<file path="config.mk">
export PLATFORM = sky130hd
export DESIGN_NAME = memory_arbiter
export DESIGN_NICKNAME = d
export VERILOG_FILES = /design/src/rtl/memory_arbiter_pkg.sv /design/src/rtl/mem_arb_pick.sv /design/src/rtl/memory_arbiter.sv
export SDC_FILE = /design/constraint.sdc
export NUM_CORES = 1
export LEC_CHECK = 0
export CAP_MARGIN = 20
export CORE_AREA = 2 2 131 133
export DETAILED_ROUTE_END_ITERATION = 10
export DIE_AREA = 0 0 133 135
export PLACE_DENSITY_LB_ADDON = 0.25
export SLEW_MARGIN = 20
export SYNTH_ARGS = -nofsm -noshare
export SYNTH_HDL_FRONTEND = slang
export SYNTH_SLANG_ARGS = --single-unit
export TNS_END_PERCENT = 10
</file>
<file path="constraint.sdc">
create_clock -name clk -period 4.7 [get_ports clk]
set_clock_uncertainty 0.2 [all_clocks]
set_input_delay 0.47 -clock clk [delete_from_list [all_inputs] [get_ports clk]]
set_output_delay 0.47 -clock clk [all_outputs]
set_load 0.1 [all_outputs]
</file>
<file path="src/rtl/memory_arbiter_pkg.sv">
// rtl/memory_arbiter_pkg.sv - shared memory-interface constants for the I/D memory arbiter
package memory_arbiter_pkg;

  localparam logic [1:0] ST_IDLE   = 2'd0;
  localparam logic [1:0] ST_WAIT_I = 2'd1;
  localparam logic [1:0] ST_WAIT_D = 2'd2;

  localparam logic PORT_I = 1'b0;
  localparam logic PORT_D = 1'b1;

endpackage

</file>
<file path="src/rtl/mem_arb_pick.sv">
// rtl/mem_arb_pick.sv - grant selection between fetch and data requesters
module mem_arb_pick
  import memory_arbiter_pkg::*;
#(
  parameter int ROUND_ROBIN = 1
) (
  input  logic i_req_i,
  input  logic i_req_d,
  input  logic i_last_grant,
  output logic o_grant_d
);

  logic w_tie_to_d;

  // Fixed priority hands every tie to D; round robin hands it to whoever was not served last.
  assign w_tie_to_d = (ROUND_ROBIN != 0) ? (i_last_grant == PORT_I) : 1'b1;
  assign o_grant_d  = i_req_d && (!i_req_i || w_tie_to_d);

endmodule

</file>
<file path="src/rtl/memory_arbiter.sv">
// rtl/memory_arbiter.sv - arbitrates fetch and load/store ports onto one shared memory port
module memory_arbiter
  import memory_arbiter_pkg::*;
#(
  parameter int ROUND_ROBIN = 1
) (
  input  logic        clk,
  input  logic        rst,
  input  logic        i_cmd_start,
  output logic        i_cmd_ready,
  input  logic [31:0] i_addr,
  output logic [31:0] i_rdata,
  output logic        i_rdata_valid,
  input  logic        d_cmd_start,
  input  logic        d_cmd_write,
  output logic        d_cmd_ready,
  input  logic [31:0] d_addr,
  input  logic [31:0] d_wdata,
  input  logic [31:0] d_wmask,
  output logic [31:0] d_rdata,
  output logic        d_rdata_valid,
  output logic        mem_cmd_start,
  output logic        mem_cmd_write,
  input  logic        mem_cmd_ready,
  output logic [31:0] mem_addr,
  output logic [31:0] mem_wdata,
  output logic [31:0] mem_wmask,
  input  logic [31:0] mem_rdata,
  input  logic        mem_rdata_valid
);

  logic [1:0] r_state;
  logic       r_last_grant;
  logic       w_grant_d;
  logic       w_idle;
  logic       w_start;
  logic       w_accept;
  logic       w_wait_i;
  logic       w_wait_d;

  mem_arb_pick #(
    .ROUND_ROBIN (ROUND_ROBIN)
  ) u_pick (
    .i_req_i      (i_cmd_start),
    .i_req_d      (d_cmd_start),
    .i_last_grant (r_last_grant),
    .o_grant_d    (w_grant_d)
  );

  // Gating with rst keeps every handshake output quiet while reset is held.
  assign w_idle   = !rst && (r_state == ST_IDLE);
  assign w_wait_i = !rst && (r_state == ST_WAIT_I);
  assign w_wait_d = !rst && (r_state == ST_WAIT_D);
  assign w_start  = w_idle && (i_cmd_start || d_cmd_start);
  assign w_accept = w_start && mem_cmd_ready;

  assign mem_cmd_start = w_start;
  assign mem_cmd_write = w_start && w_grant_d && d_cmd_write;
  assign mem_addr      = w_grant_d ? d_addr : i_addr;
  assign mem_wdata     = w_grant_d ? d_wdata : 32'd0;
  assign mem_wmask     = w_grant_d ? d_wmask : 32'd0;

  assign i_cmd_ready = w_start && !w_grant_d && mem_cmd_ready;
  assign d_cmd_ready = w_start && w_grant_d && mem_cmd_ready;

  assign i_rdata_valid = w_wait_i && mem_rdata_valid;
  assign d_rdata_valid = w_wait_d && mem_rdata_valid;
  assign i_rdata       = i_rdata_valid ? mem_rdata : 32'd0;
  assign d_rdata       = d_rdata_valid ? mem_rdata : 32'd0;

  always_ff @(posedge clk) begin
    if (rst) begin
      r_state      <= ST_IDLE;
      r_last_grant <= PORT_I;
    end else begin
      case (r_state)
        ST_IDLE: begin
          if (w_accept) begin
            r_last_grant <= w_grant_d ? PORT_D : PORT_I;
            // Stores finish on acceptance, so only reads leave IDLE.
            if (!(w_grant_d && d_cmd_write)) begin
              r_state <= w_grant_d ? ST_WAIT_D : ST_WAIT_I;
            end
          end
        end
        ST_WAIT_I, ST_WAIT_D: begin
          if (mem_rdata_valid) begin
            r_state <= ST_IDLE;
          end
        end
        default: r_state <= ST_IDLE;
      endcase
    end
  end

endmodule

</file>
==> flow_summary.html <==
<table>
<tr><th>Metric</th><th>Value</th></tr>
<tr><th colspan="2">Outcome</th></tr>
<tr><td>Run status</td><td>finished, final reports clean</td></tr>
<tr><th colspan="2">Timing</th></tr>
<tr><td>Final-report setup violation count</td><td>0</td></tr>
<tr><td>WHS</td><td>0.317 ns</td></tr>
<tr><td>Maximum clock rate</td><td>0.290 GHz</td></tr>
<tr><td>Accumulated negative setup slack</td><td>0 ns</td></tr>
<tr><td>Max-slew violation count</td><td>0</td></tr>
<tr><td>Max-Slew Margin vs Limit</td><td>between 30% and 40%</td></tr>
<tr><td>Final Hold Violating Endpoints</td><td>0</td></tr>
<tr><td>Worst Slack Setup Final</td><td>1.26 ns</td></tr>
<tr><td>Min cycle time layout</td><td>3.44 ns</td></tr>
<tr><td>Portion of the clock cycle consumed by the worst path in the final layout</td><td>73.3%</td></tr>
<tr><td>Tightest Pin Transition</td><td>0.982 ns</td></tr>
<tr><td>Unrepaired setup endpoints after global routing</td><td>false</td></tr>
<tr><th colspan="2">Finish</th></tr>
<tr><td>Fraction of final layout cells sized beyond drive strength 1</td><td>about 38%</td></tr>
<tr><td>Area grow syn2layout</td><td>215%</td></tr>
<tr><td>Leading cell types in the layout, fill and taps excluded</td><td>sky130_fd_sc_hd__clkdlybuf4s50_1 (172), sky130_fd_sc_hd__buf_4 (162), sky130_fd_sc_hd__and2_1 (128)</td></tr>
<tr><td>Cell area after layout</td><td>4710 sq um</td></tr>
<tr><td>Sequential Area</td><td>60.1 sq um</td></tr>
<tr><td>Area of combinational cells with multiple inputs</td><td>1350 sq um</td></tr>
<tr><td>Antenna fix cells</td><td>0</td></tr>
<tr><td>Fin nets</td><td>701</td></tr>
<tr><td>Fillcell total</td><td>roughly 1,700</td></tr>
<tr><td>Most common cell after layout, fill and taps aside</td><td>sky130_fd_sc_hd__clkdlybuf4s50_1</td></tr>
<tr><th colspan="2">Critical path</th></tr>
<tr><td>Kind of cell adding the most delay to the critical path</td><td>buffers and inverters</td></tr>
<tr><td>Capture point of the worst reg-to-reg path</td><td>r_state[0]</td></tr>
<tr><td>Worst EP required</td><td>4.03 ns</td></tr>
<tr><td>Ordered list of cells on the worst path</td><td>clkdlybuf4s50_1 -&gt; a21boi_4 -&gt; mux2_2 -&gt; clkdlybuf4s50_1</td></tr>
<tr><td>R2R depth</td><td>6</td></tr>
<tr><td>Critical Path Max Stage Delay</td><td>1.13 ns</td></tr>
<tr><td>Endpoint kind of the worst setup timing path</td><td>output port</td></tr>
<tr><td>Critical path's slowest cell</td><td>sky130_fd_sc_hd__clkdlybuf4s50_1</td></tr>
<tr><td>Data arrival time of the worst path</td><td>2.77 ns</td></tr>
<tr><td>Critical Path Most Common Cell</td><td>sky130_fd_sc_hd__clkdlybuf4s50_1</td></tr>
<tr><td>Register-to-register setup slack</td><td>between 2 and 3 ns</td></tr>
<tr><td>RR Startpoint</td><td>r_state[1]</td></tr>
<tr><td>Biggest fanout along the worst timing path</td><td>15</td></tr>
<tr><td>Buffers plus inverters on the worst setup path</td><td>2</td></tr>
<tr><td>Category of the most critical setup path</td><td>in2out</td></tr>
<tr><td>Type of element launching the critical path</td><td>input port</td></tr>
<tr><th colspan="2">Die</th></tr>
<tr><td>I/O pins</td><td>approximately 330</td></tr>
<tr><td>Number of placement rows</td><td>47</td></tr>
<tr><td>Die X-Extent</td><td>133 um</td></tr>
<tr><td>DIE AREA</td><td>18,000 sq um</td></tr>
<tr><td>Placeable core region</td><td>16,400 sq um</td></tr>
<tr><td>Die extent in y</td><td>135 um</td></tr>
<tr><td>Starting density of the core</td><td>9.13%</td></tr>
<tr><th colspan="2">CTS</th></tr>
<tr><td>Number of buffers inserted by hold repair at cts</td><td>0</td></tr>
<tr><td>Inserted Clock Buffers</td><td>3</td></tr>
<tr><td>Root Buffer</td><td>sky130_fd_sc_hd__clkbuf_16</td></tr>
<tr><td>Total number of H-tree levels</td><td>1</td></tr>
<tr><td>TritonCTS clock tree</td><td>yes</td></tr>
<tr><td>Number of post-CTS setup repair buffers</td><td>0</td></tr>
<tr><td>Post-cts resize count</td><td>0</td></tr>
<tr><td>Post-CTS clock slew at the launch and capture registers of the worst setup and hold paths</td><td>0.03 ns</td></tr>
<tr><td>Insertion delay to the later sink of the worst-skew pair</td><td>0.23 ns</td></tr>
<tr><td>Number of buffers on the longest clock path</td><td>2</td></tr>
<tr><td>CTS sink count</td><td>3</td></tr>
<tr><th colspan="2">Global route</th></tr>
<tr><td>Wire length of the first global-routing pass</td><td>14,700 um</td></tr>
<tr><td>Residual overflow from global routing</td><td>0</td></tr>
<tr><td>Vias in the first global route</td><td>~2,700</td></tr>
<tr><td>Gr usage total</td><td>10.3%</td></tr>
<tr><td>Maximum number of pins on one net before global-route repair</td><td>59</td></tr>
<tr><td>Initial antenna violation count</td><td>0</td></tr>
<tr><th colspan="2">Drt</th></tr>
<tr><td>Total detailed-routing wirelength</td><td>10,500 um</td></tr>
<tr><td>Detailed-router iteration count before antenna repair</td><td>4</td></tr>
<tr><td>Count of antenna-violating nets left after detailed routing</td><td>0</td></tr>
<tr><td>Number of violations reported at the end of detailed-routing iteration 0</td><td>just over 80</td></tr>
<tr><td>DR WL/cell</td><td>13.9 um</td></tr>
<tr><td>DR vias/cell</td><td>3.51</td></tr>
<tr><td>DRC violations left</td><td>0</td></tr>
<tr><td>Count of vias placed by the detailed router</td><td>approximately 2,600</td></tr>
<tr><th colspan="2">Power</th></tr>
<tr><td>Peak VDD IR</td><td>about 90 uV</td></tr>
<tr><td>Overall power after layout</td><td>942 uW</td></tr>
<tr><td>Part of the total power dissipated in sequential elements</td><td>3.0%</td></tr>
<tr><td>Static leakage</td><td>~0.0022 uW</td></tr>
<tr><td>Net switching power figure</td><td>563 uW</td></tr>
<tr><td>Internal Pwr Total</td><td>380 uW</td></tr>
<tr><td>Sw Ratio</td><td>59.7%</td></tr>
<tr><td>Combinational share of power</td><td>82.5%</td></tr>
<tr><td>Clock Power Share</td><td>14.5%</td></tr>
<tr><td>Ratio of total power to cell area</td><td>~200 nW/um^2</td></tr>
<tr><th colspan="2">Synthesis</th></tr>
<tr><td>Flip-flop and latch count after synthesis</td><td>3</td></tr>
<tr><td>Yosys top cell by area</td><td>sky130_fd_sc_hd__and2_1</td></tr>
<tr><td>Average instance area after synthesis</td><td>7.20 sq um</td></tr>
<tr><td>Sequential cell area fraction in the yosys report</td><td>4.01%</td></tr>
<tr><td>Number of different library cells in the post-synthesis netlist</td><td>24</td></tr>
<tr><td>Area of the mapped netlist</td><td>1500 sq um</td></tr>
<tr><td>Warnings from Yosys</td><td>0</td></tr>
<tr><td>Nets in the synthesized netlist</td><td>378</td></tr>
<tr><td>Area share of the largest cell type after synthesis</td><td>53.5%</td></tr>
<tr><td>Leading post-synthesis cells by cell area</td><td>sky130_fd_sc_hd__and2_1 (53%), sky130_fd_sc_hd__mux2_2 (24%), sky130_fd_sc_hd__dfxtp_1 (4.0%)</td></tr>
<tr><td>Synth Instances</td><td>208</td></tr>
<tr><th colspan="2">Place</th></tr>
<tr><td>DP Area</td><td>4630 sq um</td></tr>
<tr><td>Placed wire-length estimate after detailed placement</td><td>9290 um</td></tr>
<tr><td>Port bufs</td><td>332</td></tr>
<tr><td>Setup WS pre-CTS</td><td>1.23 ns</td></tr>
<tr><td>Global placer's final weighted congestion</td><td>roughly 0.85</td></tr>
<tr><th colspan="2">Min path</th></tr>
<tr><td>Worst hold path endpoint</td><td>r_state[1]</td></tr>
<tr><td>Path type of the worst min-delay path</td><td>reg2reg</td></tr>
<tr><td>Number of instances on the worst hold path</td><td>2</td></tr>
<tr><td>Critical hold path startpoint</td><td>r_state[1]</td></tr>
<tr><th colspan="2">Run</th></tr>
<tr><td>Number of max-cap violations</td><td>0</td></tr>
</table>
## cell families (layout without fill, tap and decap cells)
kind of cell,count (synthesis),count (layout),share of synthesized area [%]
muxes,32,32,24.1
adders and majority gates,3,3,2.51
AOI/OAI and AO/OA,6,6,3.51
DFF,3,3,4.01
buffers and inverters,19,341,5.85
and+or+nand+nor,145,145,60.1
## cell usage after synthesis
cell type                  instances
sky130_fd_sc_hd__inv_1             3
sky130_fd_sc_hd__nand2b_1          1
sky130_fd_sc_hd__a21oi_1           2
sky130_fd_sc_hd__nor3_1            1
sky130_fd_sc_hd__o41ai_1           1
sky130_fd_sc_hd__nor2_1            5
sky130_fd_sc_hd__clkbuf_2          3
sky130_fd_sc_hd__mux2_2           32
sky130_fd_sc_hd__a22oi_1           1
sky130_fd_sc_hd__dfxtp_1           3
sky130_fd_sc_hd__or4_1             1
sky130_fd_sc_hd__buf_2             1
sky130_fd_sc_hd__nor2_2            1
sky130_fd_sc_hd__o211ai_1          1
sky130_fd_sc_hd__ha_1              3
sky130_fd_sc_hd__clkbuf_1          9
sky130_fd_sc_hd__nand3_1           1
sky130_fd_sc_hd__nand3b_1          1
sky130_fd_sc_hd__and2_1          128
sky130_fd_sc_hd__a21boi_4          1
sky130_fd_sc_hd__buf_4             3
sky130_fd_sc_hd__nor2b_1           2
sky130_fd_sc_hd__and3b_1           2
sky130_fd_sc_hd__and3_1            2
## worst max-delay path by stage
stage | start | endpoint | slack [ns] | cells past startpoint
2_1_floorplan | r_state[0] | mem_cmd_write | 1.14 | 5
6_report | d_cmd_start | mem_addr[27] | 1.26 | 4
3_3_place_gp | d_cmd_start | mem_addr[10] | 1.24 | 4
4_1_cts | d_cmd_start | mem_addr[27] | 1.22 | 4
3_5_place_dp | d_cmd_start | mem_addr[27] | 1.23 | 4
5_1_grt | d_cmd_start | mem_addr[27] | 1.13 | 4
## routing by layer
layer  GRT usage, %  wire (um)  up-vias  part of all wire, %
met2           21.0       5900      172                   56
met1           10.5       3500     1145                   33
li1               -          -     1306                    -
met5              0          0        -                    0
met4           1.85         71        0                 0.68
met3           2.85        988        6                  9.4
## power by group through the flow
stage | Combinational [uW] | Sequential, uW | Clock [uW]
floorplan | 533 | 28.1 | 0
global placement | 780 | 28.4 | 0
detailed placement | 781 | 28.5 | 0
CTS | 783 | 28.1 | 138
global route | 802 | 28.3 | 142
finish | 778 | 28.1 | 137
## tightest hold or removal path, stage by stage, from the launching register on
cell	delay [ns]
sky130_fd_sc_hd__dfxtp_1	0.33
sky130_fd_sc_hd__nand3_1	0.07
sky130_fd_sc_hd__a21oi_1	0.06
## flip-flops by register name (all words and copies together), names as in the netlist
signal / flops
r_last_grant: 1
r_state: 2
## layout make-up
| cell class | count | area share (%) |
|---|---|---|
| Multi-Input combinational cell | 186 | 28.6 |
| Tap cell | 220 | 5.84 |
| Timing Repair Buffer | 334 | 62.3 |
| Sequential cell | 3 | 1.27 |
| Clock buffer | 4 | 1.67 |
| Inverter | 3 | 0.239 |
## per-stage QoR
stage / utilization, % / instances
after global placement: 28.2 / 746
after CTS: 28.7 / 750
after detailed placement: 28.2 / 746
after global routing: 28.7 / 750
after floorplan: - / 208
final: 28.7 / 750
No activity file was read; power rests on OpenSTA's default activity.
